==> src/rtl/ex_mem_stage.sv <==
// EX/MEM pipeline boundary: a 2-entry skid buffer toward MEM plus branch resolution/redirect.
// Optional performance counters are enabled with the EX_MEM_PERF_CNT_EN macro.
module ex_mem_stage #(
   parameter int DATA_WIDTH = 32,
   parameter int REG_ADDR_W = 5
) (
   input  logic                  clk,
   input  logic                  reset,
   input  logic                  flush_i,
   input  logic                  ex_valid_i,
   output logic                  ex_ready_o,
   input  logic [DATA_WIDTH-1:0] alu_result_i,
   input  logic [3:0]            alu_op_i,
   input  logic                  is_branch_i,
   input  logic [DATA_WIDTH-1:0] pc_i,
   input  logic [DATA_WIDTH-1:0] imm_i,
   input  logic [DATA_WIDTH-1:0] rs2_data_i,
   input  logic [REG_ADDR_W-1:0] rd_i,
   input  logic                  reg_write_i,
   input  logic                  mem_read_i,
   input  logic                  mem_write_i,
   input  logic [2:0]            funct3_i,
   output logic                  mem_valid_o,
   input  logic                  mem_ready_i,
   output logic [DATA_WIDTH-1:0] mem_result_o,
   output logic [DATA_WIDTH-1:0] mem_store_data_o,
   output logic [REG_ADDR_W-1:0] mem_rd_o,
   output logic                  mem_reg_write_o,
   output logic                  mem_read_o,
   output logic                  mem_write_o,
   output logic [2:0]            mem_funct3_o,
   output logic                  redirect_o,
   output logic [DATA_WIDTH-1:0] redirect_pc_o
`ifdef EX_MEM_PERF_CNT_EN
   ,
   output logic [31:0]           perf_fwd_cnt_o,
   output logic [31:0]           perf_redirect_cnt_o,
   output logic [31:0]           perf_stall_cnt_o
`endif
);

   typedef enum logic [1:0] {
      S_EMPTY = 2'd0,
      S_ONE   = 2'd1,
      S_FULL  = 2'd2
   } state_e;

   typedef struct packed {
      logic [DATA_WIDTH-1:0] result;
      logic [DATA_WIDTH-1:0] store_data;
      logic [REG_ADDR_W-1:0] rd;
      logic                  reg_write;
      logic                  mem_read;
      logic                  mem_write;
      logic [2:0]            funct3;
   } beat_t;

   state_e                state_q, state_d;
   beat_t                 main_q, main_d;
   beat_t                 skid_q, skid_d;
   beat_t                 in_beat_s;
   logic                  ex_ready_q, mem_valid_q;
   logic                  redirect_q;
   logic [DATA_WIDTH-1:0] redirect_pc_q;
   logic                  accept_s, fwd_s, consume_s, taken_s, cmp_op_s;

   assign in_beat_s = '{result:     alu_result_i,
                        store_data: rs2_data_i,
                        rd:         rd_i,
                        reg_write:  reg_write_i,
                        mem_read:   mem_read_i,
                        mem_write:  mem_write_i,
                        funct3:     funct3_i};

   // A flushed beat is never accepted, so it can neither fill an entry nor raise a redirect.
   assign accept_s  = ex_valid_i & ex_ready_q & ~flush_i;
   assign fwd_s     = accept_s & ~is_branch_i;
   assign consume_s = mem_valid_q & mem_ready_i;
   assign cmp_op_s  = (alu_op_i >= 4'b1000) && (alu_op_i <= 4'b1011);
   assign taken_s   = accept_s & is_branch_i & cmp_op_s & alu_result_i[0];

   // Next-state and entry-load logic for the skid buffer.
   always_comb begin
      state_d = state_q;
      main_d  = main_q;
      skid_d  = skid_q;
      if (flush_i) begin
         state_d = S_EMPTY;
      end else begin
         case (state_q)
            S_EMPTY: begin
               if (fwd_s) begin
                  state_d = S_ONE;
                  main_d  = in_beat_s;
               end else begin
                  state_d = S_EMPTY;
               end
            end
            S_ONE: begin
               if (fwd_s && !consume_s) begin
                  state_d = S_FULL;
                  skid_d  = in_beat_s;
               end else if (fwd_s && consume_s) begin
                  state_d = S_ONE;
                  main_d  = in_beat_s;
               end else if (consume_s) begin
                  state_d = S_EMPTY;
               end else begin
                  state_d = S_ONE;
               end
            end
            S_FULL: begin
               if (consume_s) begin
                  state_d = S_ONE;
                  main_d  = skid_q;
               end else begin
                  state_d = S_FULL;
               end
            end
            default: begin
               state_d = S_EMPTY;
            end
         endcase
      end
   end

   // State, entries, handshake flags and redirect registers.
   always_ff @(posedge clk) begin
      if (reset) begin
         state_q       <= S_EMPTY;
         main_q        <= '0;
         skid_q        <= '0;
         ex_ready_q    <= 1'b1;
         mem_valid_q   <= 1'b0;
         redirect_q    <= 1'b0;
         redirect_pc_q <= '0;
      end else begin
         state_q     <= state_d;
         main_q      <= main_d;
         skid_q      <= skid_d;
         ex_ready_q  <= (state_d != S_FULL);
         mem_valid_q <= (state_d != S_EMPTY);
         redirect_q  <= taken_s;
         if (taken_s) begin
            redirect_pc_q <= pc_i + imm_i;
         end
      end
   end

   assign ex_ready_o       = ex_ready_q;
   assign mem_valid_o      = mem_valid_q;
   assign mem_result_o     = main_q.result;
   assign mem_store_data_o = main_q.store_data;
   assign mem_rd_o         = main_q.rd;
   assign mem_reg_write_o  = main_q.reg_write;
   assign mem_read_o       = main_q.mem_read;
   assign mem_write_o      = main_q.mem_write;
   assign mem_funct3_o     = main_q.funct3;
   assign redirect_o       = redirect_q;
   assign redirect_pc_o    = redirect_pc_q;

`ifdef EX_MEM_PERF_CNT_EN
   logic [31:0] perf_fwd_q, perf_redirect_q, perf_stall_q;

   // Event counters; they ignore flush_i and only clear on reset.
   always_ff @(posedge clk) begin
      if (reset) begin
         perf_fwd_q      <= 32'd0;
         perf_redirect_q <= 32'd0;
         perf_stall_q    <= 32'd0;
      end else begin
         if (consume_s) begin
            perf_fwd_q <= perf_fwd_q + 32'd1;
         end
         if (taken_s) begin
            perf_redirect_q <= perf_redirect_q + 32'd1;
         end
         if (ex_valid_i && !ex_ready_q) begin
            perf_stall_q <= perf_stall_q + 32'd1;
         end
      end
   end

   assign perf_fwd_cnt_o      = perf_fwd_q;
   assign perf_redirect_cnt_o = perf_redirect_q;
   assign perf_stall_cnt_o    = perf_stall_q;
`endif

endmodule

==> config.mk <==
export PLATFORM = sky130hd
export DESIGN_NAME = ex_mem_stage
export DESIGN_NICKNAME = d
export VERILOG_FILES = /design/src/rtl/ex_mem_stage.sv
export SDC_FILE = /design/constraint.sdc
export NUM_CORES = 1
export LEC_CHECK = 0
export ABC_AREA = 1
export CAP_MARGIN = 10
export CORE_MARGIN = 1
export CORE_UTILIZATION = 45
export CTS_CLUSTER_SIZE = 25
export DETAILED_ROUTE_END_ITERATION = 8
export PLACE_DENSITY_LB_ADDON = 0.2
export SYNTH_ARGS = -nofsm -noshare
export SYNTH_HDL_FRONTEND = slang
export SYNTH_SLANG_ARGS = --single-unit
export TNS_END_PERCENT = 30
==> constraint.sdc <==
create_clock -name clk -period 3.86 [get_ports clk]
set_input_delay 0.386 -clock clk [delete_from_list [all_inputs] [get_ports clk]]
set_output_delay 0.386 -clock clk [all_outputs]
set_load 0.02 [all_outputs]
Yosys cells after proc, flatten, opt, wreduce, memory -nomap -nowiden

Index checks and enable logic that the tools add are counted.

Equality and inequality tests: 7
Add/subtract/negate cells: 1
Reductions and logical operators: 9
Bitwise logic cells: 9
Muxes and demuxes: 12
$lt $le $gt $ge: 2

Operator list:

| kind                 | count |
|---|---|
| $mux W75             | 4 |
| $pmux W75 S3         | 1 |
| $add A32 B32 Y32     | 1 |
| $ne A2 B2 Y1 const B | 5 |
| $and A1 B1 Y1        | 7 |
| $mux W2              | 3 |
| $pmux W2 S3          | 1 |
| $reduce_and A6 Y1    | 1 |
| $ge A4 B4 Y1 const B | 1 |
| $le A4 B4 Y1 const B | 1 |
| $logic_and A1 B1 Y1  | 3 |
| $mux W1              | 3 |
| $reduce_and A3 Y1    | 1 |
| $reduce_bool A3 Y1   | 1 |
| $eq A2 B1 Y1 const B | 1 |
| $eq A2 B2 Y1 const B | 1 |
| $logic_not A2 Y1     | 1 |
| $not A1 Y1           | 2 |
| $reduce_bool A2 Y1   | 1 |
| $logic_not A1 Y1     | 1 |

Register bits: 187
Output and inout port bits: 110
Logic and storage cells: 59

Depth between registers and ports, before layout

Word-level depth: 9
Depth in mapped cells: 13

Worst setup path after synthesis

OpenSTA, ideal clock, no wires.

Kind: input port to flip-flop
Start: input port pc_i[0]
End: register redirect_pc_q[20], in the netlist redirect_pc_o[20]
Arrival: 1.754 ns
Cell stages on the path: 12
Slack: 1.997 ns
Setup time: 0.109 ns
Data required time: 3.751 ns
Path buffers: 0
Path through: ha_1 fa_1 nand3_1 nand3_1 nand3_1 nand3_1 nand3_1 nand2_1 nand2_1 nand3_1 nand2_1 inv_1

Word-level cells in the longest chain between the ends: 1

RTL lines:

| item                 | line | RTL |
|---|---|---|
| from (decl)          | 15   | `input logic [DATA_WIDTH-1:0] pc_i,` |
| $add A32 B32 Y32     | 145  | `redirect_pc_q <= pc_i + imm_i;` |
| to (signal assigned) | 145  |  |
| to (decl)            | 64   | `logic [DATA_WIDTH-1:0] redirect_pc_q;` |

Every way passes these cells.
A chain may end at the register's enable or synchronous reset.

Worst setup path after layout

Start: input port flush_i
End: register main_q (netlist bit mem_rd_o[2])

Word-level cells in the longest chain between the ends: 6
Elaborated cells between the ends (all ways): 9

RTL lines:

| item                                   | line     | RTL |
|---|---|---|
| from (decl)                            | 9        | `input logic flush_i,` |
| $not A1 Y1 (no source line) *          | -        |  |
| $and A1 B1 Y1                          | 76       | `assign accept_s = ex_valid_i & ex_ready_q & ~flush_i;` |
| $and A1 B1 Y1                          | 77       | `assign fwd_s = accept_s & ~is_branch_i;` |
| $logic_and A1 B1 Y1 (on tied branches) | 103, 100 |  |
| $ne A2 B2 Y1 (no source line)          | -        |  |
| $reduce_and A6 Y1 (no source line) *   | -        |  |
| to (signal assigned)                   | 139      | `main_q <= main_d;` |
| to (decl)                              | 59       | `beat_t main_q, main_d;` |

Mark *: on every way between the ends. The rest lies on a longest branch, timed or not.

==> metrics <==
Die W=147 µm; reg2reg start=ex_ready_o$_SDFF_PP1_; gr usage total=24.3%; min Tclk post-route=2.62 ns; Post-CTS Setup Inserts=0; hold slack=0.473 ns; P&R area growth vs syn=34.9%; Crit path required time=4.22 ns; Clock Tree Buf Depth=2; Synth cell types=33; area of the core=0.0204 mm²; clk_skew=0.0120 ns; Wirelength per Cell=13.5 µm; Util after Layout=62.6%; via count=9671; status=completed; Syn Area/Cell=6.62 µm²; Placement Setup Slack=0.804 ns; Final Hold Fails=0; critical path startpoint=flush_i; maximum VDD drop=0.294 mV; Die Area=0.0216 mm²; Reg clk slew, reported paths=0.07 ns; post-detail-place hpwl=18300 µm; initial antenna violation count=0; Final ANT Viol Nets=0; worst path cell trace=clkdlybuf4s50_1, inv_2, nand3_1, nor2_1, ha_1, nand2_1, nand2_1, nor3_2, nand2_1, inv_4, buf_4, o21ai_0, a31oi_1; CTS tree=done; fin area=0.0128 mm²; Residual DRC=0; Final setup viols=0; Ys Warns=0; # nets final=1828; Hold WC Path Type=flop to flop; standard-cell rows=52; worst slew pin tran=0.956 ns; PD cells=354 mW/mm²; netlist area before placement=0.00948 mm²; Pleak=5.98 nW; delay-heaviest family, CP=buffers and inverters; Setup CP Type=input port to flop; Post-Route WL=26100 µm; DRT Pass-1 Iters=5; Synth area leaders=dfxtp_1 39%, nand2_1 16%, nor2_1 9.0%; Startpoint Class=input port; Synth top area share=39.5%; I/O pin cnt=259; syn_nets=1615; setup_tns=0 ns; post-synthesis sequential area ratio=39.5%; critical path peak fanout=42; Post-DP Area=0.0122 mm²; RSZ-0062 raised after global routing=false; final setup margin=1.24 ns; Yosys top cell by area=dfxtp_1; Clk Latency, worst-skew pair=0.43 ns; Hold Crit Start=skid_q[10]$_SDFFE_PP0P_; 1st-iter DRT viols=647; gr ovfl total=0; Inst Count DP=1896; Async SR Flop Fraction=0%; Non-Filler Instances=1928; Max Cap Viol=0; largest net degree at the start of global routing=77; FMAX=381 MHz; root buf cell=clkbuf_16; Post-synth EDFFs=0; Vias/cell=5.02; Mapped Cells=1432; vias in the first global route=8494; CP dominant cell by count=nand2_1; Sink Count=187; most common cell in the synthesized netlist=nand2_1; Worst setup EP type=flop; CTS Hold Bufs=0; htree depth=4; layout cells sized above 1=3.32%; CP Buf/Inv Count=4; post_cts resized=0; Top FF cell, synth=dfxtp_1; gpl congestion=0.934; Yosys reg bits=187; starting density of the core=46.4%; CP max stage delay=0.55 ns; CTS Buf Count=17; first-pass GRT wire length=42500 µm; final slew viol count=0; Critical-path top delay cell=clkdlybuf4s50_1; # diodes=0; Tot Pwr=4.53 mW; Slew HR=36.2%; crit path DAT=2.98 ns; fin crit share=68.0%; Die Span Y=147 µm; PortBufs=256; Synth top cells by count=395 x nand2_1, 227 x nor2_1, 187 x dfxtp_1, 148 x inv_1, 138 x o21ai_0
[tightest hold or removal path, cell delays in order, from the launching register on]
cell and delay (ns):
dfxtp_1 0.31, nand2_1 0.06, a31oi_1 0.07
[registers in the layout (all words and copies together), names as in the netlist, 2 cells and up]
register          flops
mem_funct3_o          3
mem_store_data_o     32
mem_rd_o              5
mem_result_o         32
skid_q               75
state_q               2
redirect_pc_o        32
[cells in the final DEF (no fill, tap or decap), drive strengths merged, types with 2 or more instances in the layout]
cell / instances
nand2: 395
clkdlybuf4s50: 256
nor2: 229
dfxtp: 187
o21ai: 169
inv: 161
a31oi: 75
nand3: 44
ha: 33
a21oi: 25
clkbuf: 18
buf: 12
o21a: 11
xor2: 11
o21bai: 5
nor3: 5
xnor2: 4
clkinv: 4
nand4: 3
a21o: 2
o211ai: 2
[where the power goes]
| part | internal (mW) | switching [mW] |
|---|---|---|
| sequential | 1.97 | 0.0223 |
| combinational | 0.361 | 0.414 |
| clock | 0.897 | 0.863 |
| total | 3.23 | 1.30 |
[path summary, 6_finish.rpt]
kind | end | slack (ns) | depth (start not counted)
hold / removal | mem_rd_o[4]$_SDFFE_PP0P_ | 0.47 | 2
hold reg to reg | mem_rd_o[4]$_SDFFE_PP0P_ | 0.47 | 2
setup reg to reg | mem_rd_o[2]$_SDFFE_PP0P_ | 1.50 | 11
setup / recovery | mem_rd_o[2]$_SDFFE_PP0P_ | 1.24 | 13
[logic make-up (layout without fill, tap and decap cells)]
logic type / after synthesis / in the layout / synth area share [%]
compound gates: 291 / 291 / 16.9
xor+xnor: 15 / 15 / 1.39
fa+ha+maj: 34 / 34 / 4.57
flops: 187 / 187 / 39.5
buf+inv: 226 / 452 / 9.73
simple gates: 679 / 679 / 27.9
[metal layers]
metal | part of all wire, % | GRT usage, % | vias to the layer above
li1 | - | - | 5018
met1 | 45 | 32.9 | 4326
met2 | 45 | 37.9 | 301
met3 | 8.5 | 6.40 | 26
met4 | 1.5 | 6.96 | 0
met5 | 0 | 0 | -
[cell type report]
cell class | instances | area, µm²
sequential | 187 | 3740
multi-input combinational | 1019 | 4820
clock buffer | 18 | 439
inverter | 152 | 576
timing repair buffer | 268 | 2700
fill | 1879 | 7640
clock inverter | 14 | 164
tap | 270 | 338
(Power assumes the default switching activity.)
